<file path="config.mk">
export PLATFORM = sky130hd
export DESIGN_NAME = slow_pulse_gen_flat
export DESIGN_NICKNAME = d
export VERILOG_FILES = /design/src/rtl/slow_pulse_gen_if.sv /design/src/rtl/slow_pulse_gen.sv /design/src/flat_wrapper.sv
export SDC_FILE = /design/constraint.sdc
export NUM_CORES = 1
export LEC_CHECK = 0
export CAP_MARGIN = 20
export CORE_MARGIN = 2
export CORE_UTILIZATION = 44
export CTS_CLUSTER_DIAMETER = 60
export DETAILED_ROUTE_END_ITERATION = 16
export PLACE_DENSITY_LB_ADDON = 0.25
export SYNTH_ARGS = -nofsm -noshare
export SYNTH_HDL_FRONTEND = slang
export SYNTH_SLANG_ARGS = --single-unit
</file>
<file path="constraint.sdc">
create_clock -name clk -period 2.2 [get_ports clk]
set_input_delay 0.44 -clock clk [delete_from_list [all_inputs] [get_ports clk]]
set_output_delay 0.44 -clock clk [all_outputs]
set_load 0.02 [all_outputs]
</file>
<file path="src/rtl/slow_pulse_gen_if.sv">
// slow_pulse_gen_if
//   Bundle of the prescaler's control and result signals.
//   Handshake semantics: there is no valid/ready pair. The controller drives
//   en/clear/ch_sel level-sensitively; they are sampled on every rising clk
//   edge. count/level/tick are registered results, valid every cycle.
//   Signals:
//     en      count enable (counter holds when low)
//     clear   synchronous counter clear
//     ch_sel  per-channel tap index, channel i at [i*SEL_W +: SEL_W]
//     count   current prescaler value
//     level   registered square wave per channel
//     tick    one-cycle strobe per rising edge of level
//   Modports: master = controller side, slave = prescaler side.
interface slow_pulse_gen_if #(
  parameter int CNT_W  = 23,
  parameter int NUM_CH = 2,
  parameter int SEL_W  = 5
) ();
  logic                    en;
  logic                    clear;
  logic [NUM_CH*SEL_W-1:0] ch_sel;
  logic [CNT_W-1:0]        count;
  logic [NUM_CH-1:0]       level;
  logic [NUM_CH-1:0]       tick;

  modport master (
    output en, clear, ch_sel,
    input  count, level, tick
  );

  modport slave (
    input  en, clear, ch_sel,
    output count, level, tick
  );
endinterface

</file>
<file path="src/rtl/slow_pulse_gen.sv">
// slow_pulse_gen
//   Free-running prescaler shared by NUM_CH channels. Each channel picks a
//   counter tap at runtime and produces a registered square wave (period
//   2^(sel+1) cycles while enabled) plus a one-cycle tick on each rising edge
//   of that wave. Taps at or beyond CNT_W read as constant 0.
//   Optional macro SLOW_PULSE_STATE_EN adds a small sequencer that advances
//   on every registered tick of channel 0 and exposes its state both binary
//   and one-hot.
//   Ports:
//     clk           rising-edge clock
//     rst           synchronous reset, active-high
//     state         sequencer state (SLOW_PULSE_STATE_EN only)
//     state_onehot  decoded sequencer state (SLOW_PULSE_STATE_EN only)
//     bus           slow_pulse_gen_if.slave: en, clear, ch_sel in;
//                   count, level, tick out
//   Priority at each edge: rst > clear > en > hold.
module slow_pulse_gen #(
  parameter int CNT_W      = 23,
  parameter int NUM_CH     = 2,
  parameter int SEL_W      = 5,
  parameter int NUM_STATES = 4
) (
  input  logic                  clk,
  input  logic                  rst,
`ifdef SLOW_PULSE_STATE_EN
  output logic [SEL_W-1:0]      state,
  output logic [NUM_STATES-1:0] state_onehot,
`endif
  slow_pulse_gen_if.slave       bus
);

  // Sequencer length must fit the state field; checked at elaboration.
  if (NUM_STATES < 2 || NUM_STATES > (1 << SEL_W)) begin : g_bad_num_states
    $error("slow_pulse_gen: NUM_STATES out of range");
  end

  // The counter is zero-extended to cover every encodable tap index, so an
  // out-of-range select simply reads a constant-0 bit.
  localparam int EXT_W = ((1 << SEL_W) > CNT_W) ? (1 << SEL_W) : CNT_W;

  logic [CNT_W-1:0]  count_q;
  logic [EXT_W-1:0]  count_ext;
  logic [NUM_CH-1:0] tap_bit;
  logic [NUM_CH-1:0] level_q;
  logic [NUM_CH-1:0] tick_q;

  // Prescaler counter; wrap from all-ones to zero is ordinary modulo add.
  always_ff @(posedge clk) begin
    if (rst) begin
      count_q <= '0;
    end else if (bus.clear) begin
      count_q <= '0;
    end else if (bus.en) begin
      count_q <= count_q + 1'b1;
    end
  end

  assign count_ext = EXT_W'(count_q);

  always_comb begin
    tap_bit = '0;
    for (int i = 0; i < NUM_CH; i++) begin
      tap_bit[i] = count_ext[bus.ch_sel[i*SEL_W +: SEL_W]];
    end
  end

  // One register stage per channel. Level samples the pre-edge count, so it
  // lags count by one edge; tick is the rising-edge detect of that level.
  // When en is low the tap is stable, level settles and tick drops to 0.
  always_ff @(posedge clk) begin
    if (rst) begin
      level_q <= '0;
      tick_q  <= '0;
    end else begin
      level_q <= tap_bit;
      tick_q  <= tap_bit & ~level_q;
    end
  end

  assign bus.count = count_q;
  assign bus.level = level_q;
  assign bus.tick  = tick_q;

`ifdef SLOW_PULSE_STATE_EN
  logic [SEL_W-1:0]      state_q;
  logic [SEL_W-1:0]      state_d;
  logic [NUM_STATES-1:0] onehot_q;
  logic [NUM_STATES-1:0] onehot_d;

  // Advance on the registered tick of channel 0; clear does not touch it.
  always_comb begin
    state_d = state_q;
    if (tick_q[0]) begin
      if (state_q == SEL_W'(NUM_STATES - 1)) begin
        state_d = '0;
      end else begin
        state_d = state_q + 1'b1;
      end
    end
    onehot_d = '0;
    for (int k = 0; k < NUM_STATES; k++) begin
      onehot_d[k] = (state_d == SEL_W'(k));
    end
  end

  // Decode is registered alongside state so both change on the same edge.
  always_ff @(posedge clk) begin
    if (rst) begin
      state_q  <= '0;
      onehot_q <= NUM_STATES'(1);
    end else begin
      state_q  <= state_d;
      onehot_q <= onehot_d;
    end
  end

  assign state        = state_q;
  assign state_onehot = onehot_q;
`endif

endmodule

</file>
<file path="src/flat_wrapper.sv">
// flat-port wrapper written by rule: the top's interface ports become plain ports
module slow_pulse_gen_flat 
#(
  parameter int CNT_W      = 23,
  parameter int NUM_CH     = 2,
  parameter int SEL_W      = 5,
  parameter int NUM_STATES = 4
)
  (clk, rst, bus_en, bus_clear, bus_ch_sel, bus_count, bus_level, bus_tick);
  slow_pulse_gen_if #(.CNT_W(CNT_W), .NUM_CH(NUM_CH), .SEL_W(SEL_W)) bus_i ();
  input  logic clk;
  input  logic rst;
  input wire logic [$bits(bus_i.en)-1:0] bus_en;
  input wire logic [$bits(bus_i.clear)-1:0] bus_clear;
  input wire logic [$bits(bus_i.ch_sel)-1:0] bus_ch_sel;
  output wire logic [$bits(bus_i.count)-1:0] bus_count;
  output wire logic [$bits(bus_i.level)-1:0] bus_level;
  output wire logic [$bits(bus_i.tick)-1:0] bus_tick;
  assign bus_i.en = bus_en;
  assign bus_i.clear = bus_clear;
  assign bus_i.ch_sel = bus_ch_sel;
  assign bus_count = bus_i.count;
  assign bus_level = bus_i.level;
  assign bus_tick = bus_i.tick;
  slow_pulse_gen #(.CNT_W(CNT_W), .NUM_CH(NUM_CH), .SEL_W(SEL_W), .NUM_STATES(NUM_STATES)) u_core (.clk(clk), .rst(rst), .bus(bus_i));
endmodule
</file>
==> out/summary.txt <==
HOLD PATH
------------------------------------------------------------------------------------------
Startpoint of the most critical hold path ................................... u_core.bus.level[1]
Number of cells traversed by the worst hold path ............................            1
Class of the tightest hold or removal check ................................. register to register
Hold path endpoint .......................................................... u_core.bus.tick[1]

CELLS AND AREA
------------------------------------------------------------------------------------------
Post-route insts no fill ....................................................          279
Commonest non-fill, non-tap cell in the layout .............................. clkdlybuf4s50_1
Commonest cells after routing, fill and taps aside .......................... clkdlybuf4s50_1 (40), dfxtp_1 (27), buf_4 (21)
Antenna diode count .........................................................            0
Area Overhead vs Synth ......................................................        36.9%
Post-Route Utilization ......................................................        0.641
Total Nets Final ............................................................          249
Fraction of layout cells with a size suffix above 1 .........................        0.155

STA
------------------------------------------------------------------------------------------
Pin slew with the least headroom to its limit ...............................     0.400 ns
Post-route clock skew .......................................................   0.00912 ns
Max-slew violation count ....................................................            0
FMAX ........................................................................      485 MHz
Worst hold slack ............................................................     0.419 ns
Clock period minus final worst setup slack ..................................      2.06 ns
Number of failing hold endpoints at the final stage .........................            0
Total negative slack for setup checks .......................................         0 ns
Count of endpoints failing setup in the final report ........................            0
Setup repair after global routing missed its margin .........................        false
Crit share post-route .......................................................        0.936
Relative slew margins .......................................................        0.731

FLOORPLAN
------------------------------------------------------------------------------------------
Die Wd ......................................................................      64.3 um
Floorplan row count .........................................................           21
Height of the die ...........................................................      64.3 um
Number of placed I/O pins ...................................................           41
Overall die area ............................................................ 0.00413 mm^2
Core Area ................................................................... 0.00342 mm^2
Starting density of the core ................................................        0.468

DETAILED ROUTING
------------------------------------------------------------------------------------------
DRT iter0 DRCs ..............................................................           67
Wire per inst ...............................................................      15.7 um
Detailed Route WL ...........................................................      4370 um
Total number of vias ........................................................         1596
Iteration count of the initial detailed-routing pass ........................            4
Antenna-violating nets left .................................................            0
Number of remaining DRC errors ..............................................            0
Drt via density .............................................................         5.72

YOSYS
------------------------------------------------------------------------------------------
Post-synthesis instance area ................................................ 0.00160 mm^2
Complex-gate fraction of the synthesized area ...............................        0.127
Share of synthesized cell area in full adder, half adder and majority cells .      0.00782
Fraction of synthesized area in multiplexers ................................        0.167
Xor and xnor fraction of the mapped netlist area ............................       0.0657
Number of synthesized register bits .........................................           27
Simple-gate area share of the yosys netlist .................................        0.250
Main combinational cell family by area after synthesis ...................... simple AND/OR/NAND/NOR gates
Average instance area after synthesis .......................................    8.83 um^2
Register area share after synthesis .........................................        0.338
Number of enable-type register cells in the synthesized netlist .............            0
Fraction of registers with async set or reset after synthesis ...............            0
Synth Flop Type .............................................................      dfxtp_1
Gate Count Post-Synth .......................................................          181
Yosys Warn Count ............................................................            0
Netlist cell types ..........................................................           35
Net count of the mapped netlist .............................................          196

PWR
------------------------------------------------------------------------------------------
P_leak ......................................................................     0.767 nW
Switching portion of total power ............................................        0.244
Power per unit of standard cell area ........................................  375 mW/mm^2
Net Sw Power ................................................................   0.000200 W
Power, Total ................................................................   0.000820 W
Maximum resistive drop on vdd ...............................................   0.000292 V
Clock power share ...........................................................        0.262
Total internal power ........................................................   0.000620 W
Fraction of power consumed by sequential logic ..............................        0.605
Share of total power in combinational logic .................................        0.133

GLOBAL ROUTE
------------------------------------------------------------------------------------------
Largest net degree at the start of global routing ...........................           16
Antenna violations before repair ............................................            0
All-Layer GR Usage ..........................................................        0.224
Global-route wire length before repair ......................................      7420 um
Vias in the first global route ..............................................         1599
Total congestion overflow after global routing ..............................            0

CLOCK NETWORK
------------------------------------------------------------------------------------------
Worst-path clk slew .........................................................      0.15 ns
Sinks on Clock Net ..........................................................           27
Clock latency on the worst-skew pair ........................................      0.32 ns
TritonCTS clock tree ........................................................          yes
Clock tree root driver cell .................................................     clkbuf_4
Number of cells upsized or downsized after cts ..............................            0
CTS buffer count ............................................................            3
Setup fix buffers added after clock tree synthesis ..........................            0
CTS H-tree depth ............................................................            1
Maximum buffer depth of the clock tree ......................................            2
Number of hold-repair buffers added at the cts stage ........................            0

PLACEMENT
------------------------------------------------------------------------------------------
Routability congestion estimate .............................................        0.853
Placed cell count ...........................................................          275
HPWL after DPL ..............................................................      3380 um
Port Buf Inserts ............................................................           40

SETUP PATH
------------------------------------------------------------------------------------------
Worst Reg2Reg Path Length in Cells ..........................................            5
Kind of end point of the critical path ......................................     register
Data arrival time of the critical path ......................................      2.33 ns
Data required, critical path ................................................      2.47 ns
R2R setup slack .............................................................      0.15 ns
Top fanout value on the critical path .......................................            8
Critical path start-end classification ...................................... input pin to register
Startpoint type of the worst setup path .....................................    input pin
Critical R2R Capture ........................................................ u_core.bus.count[20]
Critical Path Source ........................................................       bus_en
Crit Reg-Reg Startpoint ..................................................... u_core.bus.count[1]

STATUS
------------------------------------------------------------------------------------------
Status ...................................................................... finished clean

RUN
------------------------------------------------------------------------------------------
Count of maximum capacitance violations .....................................            0

==> sequential cells by signal, indices dropped and copies added, names as in the netlist <==
signal	count
u_core.bus.count	23
u_core.bus.tick	2
u_core.bus.level	2
==> power groups by stage <==
stage	clock network, W	registers (W)	logic [W]
after floorplan	0	0.000513	0.0000490
after global placement	0	0.000507	0.000106
after detailed placement	0	0.000507	0.000108
after CTS	0.000217	0.000497	0.000108
after global routing	0.000242	0.000497	0.000117
final	0.000215	0.000497	0.000109
==> worst max path at each step <==
stage | end | slack, ns | cells after the start
global placement | u_core.bus.count[21] | -0.15 | 5
detailed placement | u_core.bus.count[15] | -0.18 | 6
floorplan | u_core.bus.count[21] | 0.06 | 6
finish | u_core.bus.count[15] | 0.14 | 6
global route | u_core.bus.count[15] | 0.05 | 6
CTS | u_core.bus.count[15] | 0.14 | 6
==> per-stage QoR <==
| stage | setup WS (ns) | area [um^2] |
|---|---|---|
| finish | 0.140 | 2190 |
| global route | 0.0536 | 2190 |
| CTS | 0.144 | 2190 |
| detailed placement | -0.180 | 2160 |
| global placement | -0.149 | 2160 |
| floorplan | 0.0556 | 1600 |
==> final cells by class <==
class,instances,area [um^2]
Clock buffer,3,22.5
Clock inverter,1,5.00
Fill cell,308,1230
Inverter,5,18.8
Multi-Input combinational cell,136,987
Sequential cell,27,541
Tap cell,46,57.6
Timing Repair Buffer,61,558
==> worst max-delay path, stage by stage <==
cell and delay (ns):
clkdlybuf4s50_1 0.55, nand4_4 0.10, or4_1 0.57, buf_4 0.19, or3_1 0.34, a21oi_1 0.14
==> logic make-up after synthesis <==
| family | count (synthesis) |
|---|---|
| muxes | 18 |
| adders and majority gates | 1 |
| DFF | 27 |
| buffers and inverters | 18 |
| xor gates and xnor gates | 12 |
| AOI/OAI and AO/OA | 31 |
| and+or+nand+nor | 74 |
==> layer usage <==
layer | part of all wire | up-vias | wire length (um) | GRT usage
li1 | - | 775 | - | -
met1 | 0.44 | 766 | 1920 | 0.290
met2 | 0.50 | 49 | 2170 | 0.383
met3 | 0.051 | 6 | 222 | 0.0387
met4 | 0.013 | 0 | 58 | 0.0638
met5 | 0 | - | 0 | 0
==> synth_stat cells (2+ instances only) <==
cell type | count | share of area
nand2_1 | 11 | 0.026
a31oi_1 | 2 | 0.0078
or4_1 | 6 | 0.028
o211ai_1 | 3 | 0.014
buf_2 | 3 | 0.0094
o31ai_1 | 2 | 0.0094
a21oi_1 | 10 | 0.031
nand3_1 | 11 | 0.034
nor2b_1 | 2 | 0.0078
nor2_1 | 19 | 0.045
o21ai_0 | 6 | 0.019
inv_1 | 5 | 0.012
mux4_1 | 2 | 0.033
dfxtp_1 | 27 | 0.34
nor3_1 | 4 | 0.013
xor2_1 | 6 | 0.033
and4_1 | 2 | 0.011
nand4_1 | 5 | 0.020
xnor2_1 | 6 | 0.033
o311a_1 | 3 | 0.019
mux2i_1 | 9 | 0.056
mux2_2 | 3 | 0.021
clkbuf_1 | 10 | 0.023
mux4_2 | 4 | 0.056
a31o_2 | 2 | 0.011
nor4_1 | 3 | 0.012
or3_1 | 6 | 0.023
nand3b_1 | 2 | 0.0094
Power figures use the tool's default switching activity.
==> patch (config.mk and constraints unchanged) <==
`SEL_W` is set to 5 in 3 places; all go to 6.
--- a/src/rtl/slow_pulse_gen_if.sv
+++ b/src/rtl/slow_pulse_gen_if.sv
@@ -14,7 +14,7 @@
 interface slow_pulse_gen_if #(
   parameter int CNT_W  = 23,
   parameter int NUM_CH = 2,
-  parameter int SEL_W  = 5
+  parameter int SEL_W  = 6
 ) ();
   logic                    en;
   logic                    clear;
--- a/src/rtl/slow_pulse_gen.sv
+++ b/src/rtl/slow_pulse_gen.sv
@@ -17,7 +17,7 @@
 module slow_pulse_gen #(
   parameter int CNT_W      = 23,
   parameter int NUM_CH     = 2,
-  parameter int SEL_W      = 5,
+  parameter int SEL_W      = 6,
   parameter int NUM_STATES = 4
 ) (
   input  logic                  clk,
--- a/src/flat_wrapper.sv
+++ b/src/flat_wrapper.sv
@@ -3,7 +3,7 @@
 #(
   parameter int CNT_W      = 23,
   parameter int NUM_CH     = 2,
-  parameter int SEL_W      = 5,
+  parameter int SEL_W      = 6,
   parameter int NUM_STATES = 4
 )
   (clk, rst, bus_en, bus_clear, bus_ch_sel, bus_count, bus_level, bus_tick);
Interface: changed (resized bus_ch_sel); port bits go from 41 to 43. The function was not compared with the original's and may differ.
==> patch against the original RTL <==
Routed wire length down 4.8%. Hold slack got worse by 0.0049 ns. Clock power grew 29%. Cell area is 0.69% lower. Worst setup slack got worse by 0.019 ns. Cell count is 3.2% lower. Area after synthesis increased by 1.3%. Sequential share of layout area up 0.17 points. Total power increased by 6.4%. Sequential cell count did not move. Critical path type unchanged.
==> patch: results (changes against the original RTL) <==
[power]
p_int_mw=0.677  ; +9.1%
p_per_area_mw_per_mm2=401  ; +7.1%
leakagePower_nw=0.720  ; -6.2%
p_seq_share_pct=56.7  ; -3.8 points
vdd_drop_max_v=0.000213  ; -27%

[run_status]
run_status=finished, final reports clean

[worst_setup_path]
worstReg2RegStart=u_core.bus.count[0]$_SDFFE_PP0P_
r2r_slack_ns=0.23  ; +0.08 ns
critPathMaxStageDelay_ns=0.63  ; +0.06 ns
reg2reg_to=u_core.bus.count[22]$_SDFFE_PP0P_
critPathCapture=u_core.bus.count[13]$_SDFFE_PP0P_
worstPathMaxFanout=6  ; -2
crit_slowest_cell=clkdlybuf4s50_1
arrival_ns=2.28  ; -0.05 ns

[layout]
stdcell_count=270  ; -3.2%
drive_gt1_share_pct=10.8  ; -4.6 points
nNetsFinal=240  ; -3.6%

[routing]
drt_iter0_markers=131  ; +96%
wl_per_cell_um=15.4  ; -1.6%
vias=1593  ; -0.19%

[place]
port_buffers=42  ; +5.0%
hpwlAfterDp_mm=3.13  ; -7.5%
gp_congestion=0.793  ; -7.0%

[clock_tree]
root_buffer=clkbuf_8
clock_latency_ns=0.27  ; -0.05 ns
clk_pin_slew_ns=0.09  ; -0.06 ns
cts.path.max_buffers=2  ; unchanged

[synthesis]
synthAdderAreaFrac_pct=0.772  ; -0.010 points
synth_cells=179  ; -1.1%
synth.cells.most_frequent=dfxtp_1 (27), a21oi_1 (13), nand2_1 (12), mux2i_1 (11), nor2_1 (11)
synth_compound_area_share_pct=13.4  ; +0.68 points
synth-seq-area-share_pct=33.4  ; -0.44 points
synthMuxAreaShare_pct=16.3  ; -0.37 points
synth_cell_type_count=37  ; +5.7%

[sta]
hold-worst-slack_ns=0.414  ; -0.00491 ns
tightestPinTransition_ns=0.442  ; +0.0416 ns
fin_skew_ns=0.00228  ; -0.00683 ns

[global_route]
grt_pass1_wl_mm=7.04  ; -5.0%
grt_pass1_vias=1496  ; -6.4%
gr-usage-all-layers_pct=21.1  ; -1.3 points
grt_max_degree=24  ; +8
antenna_found_initial=0  ; unchanged

==> patch: final cells by class <==
cell class | count | area [sq um]
Tap cell | 48 | 60.1
Fill cell | 315 | 1430
Timing Repair Buffer | 54 | 510
Inverter | 2 | 7.51
Clock buffer | 4 | 45.0
Sequential cell | 27 | 541
Multi-Input combinational cell | 135 | 1010
==> patch: stage by stage <==
step           util, %  cell area (sq um)  worst slack [ns]  setup TNS [ns]
2_1_floorplan        -               1620             0.146               0
3_3_place_gp      59.1               2130           -0.0830          -0.391
3_5_place_dp      59.1               2130            -0.133          -0.908
4_1_cts           60.3               2170             0.142               0
5_1_grt           60.3               2170            0.0432               0
6_report          60.3               2170             0.121               0
==> patch: worst max-delay path, delay by kind of cell <==
kind	cells	cell delay (ns)
buf+inv	2	0.87
compound gates	1	0.14
simple gates	3	0.83
==> patch: layer usage <==
layer	GRT usage, %	part of all wire [%]	vias to the layer above
met5	0	0	-
met4	6.38	0.53	0
met3	2.78	6.9	2
met2	33.9	47	62
met1	29.5	45	754
li1	-	-	775
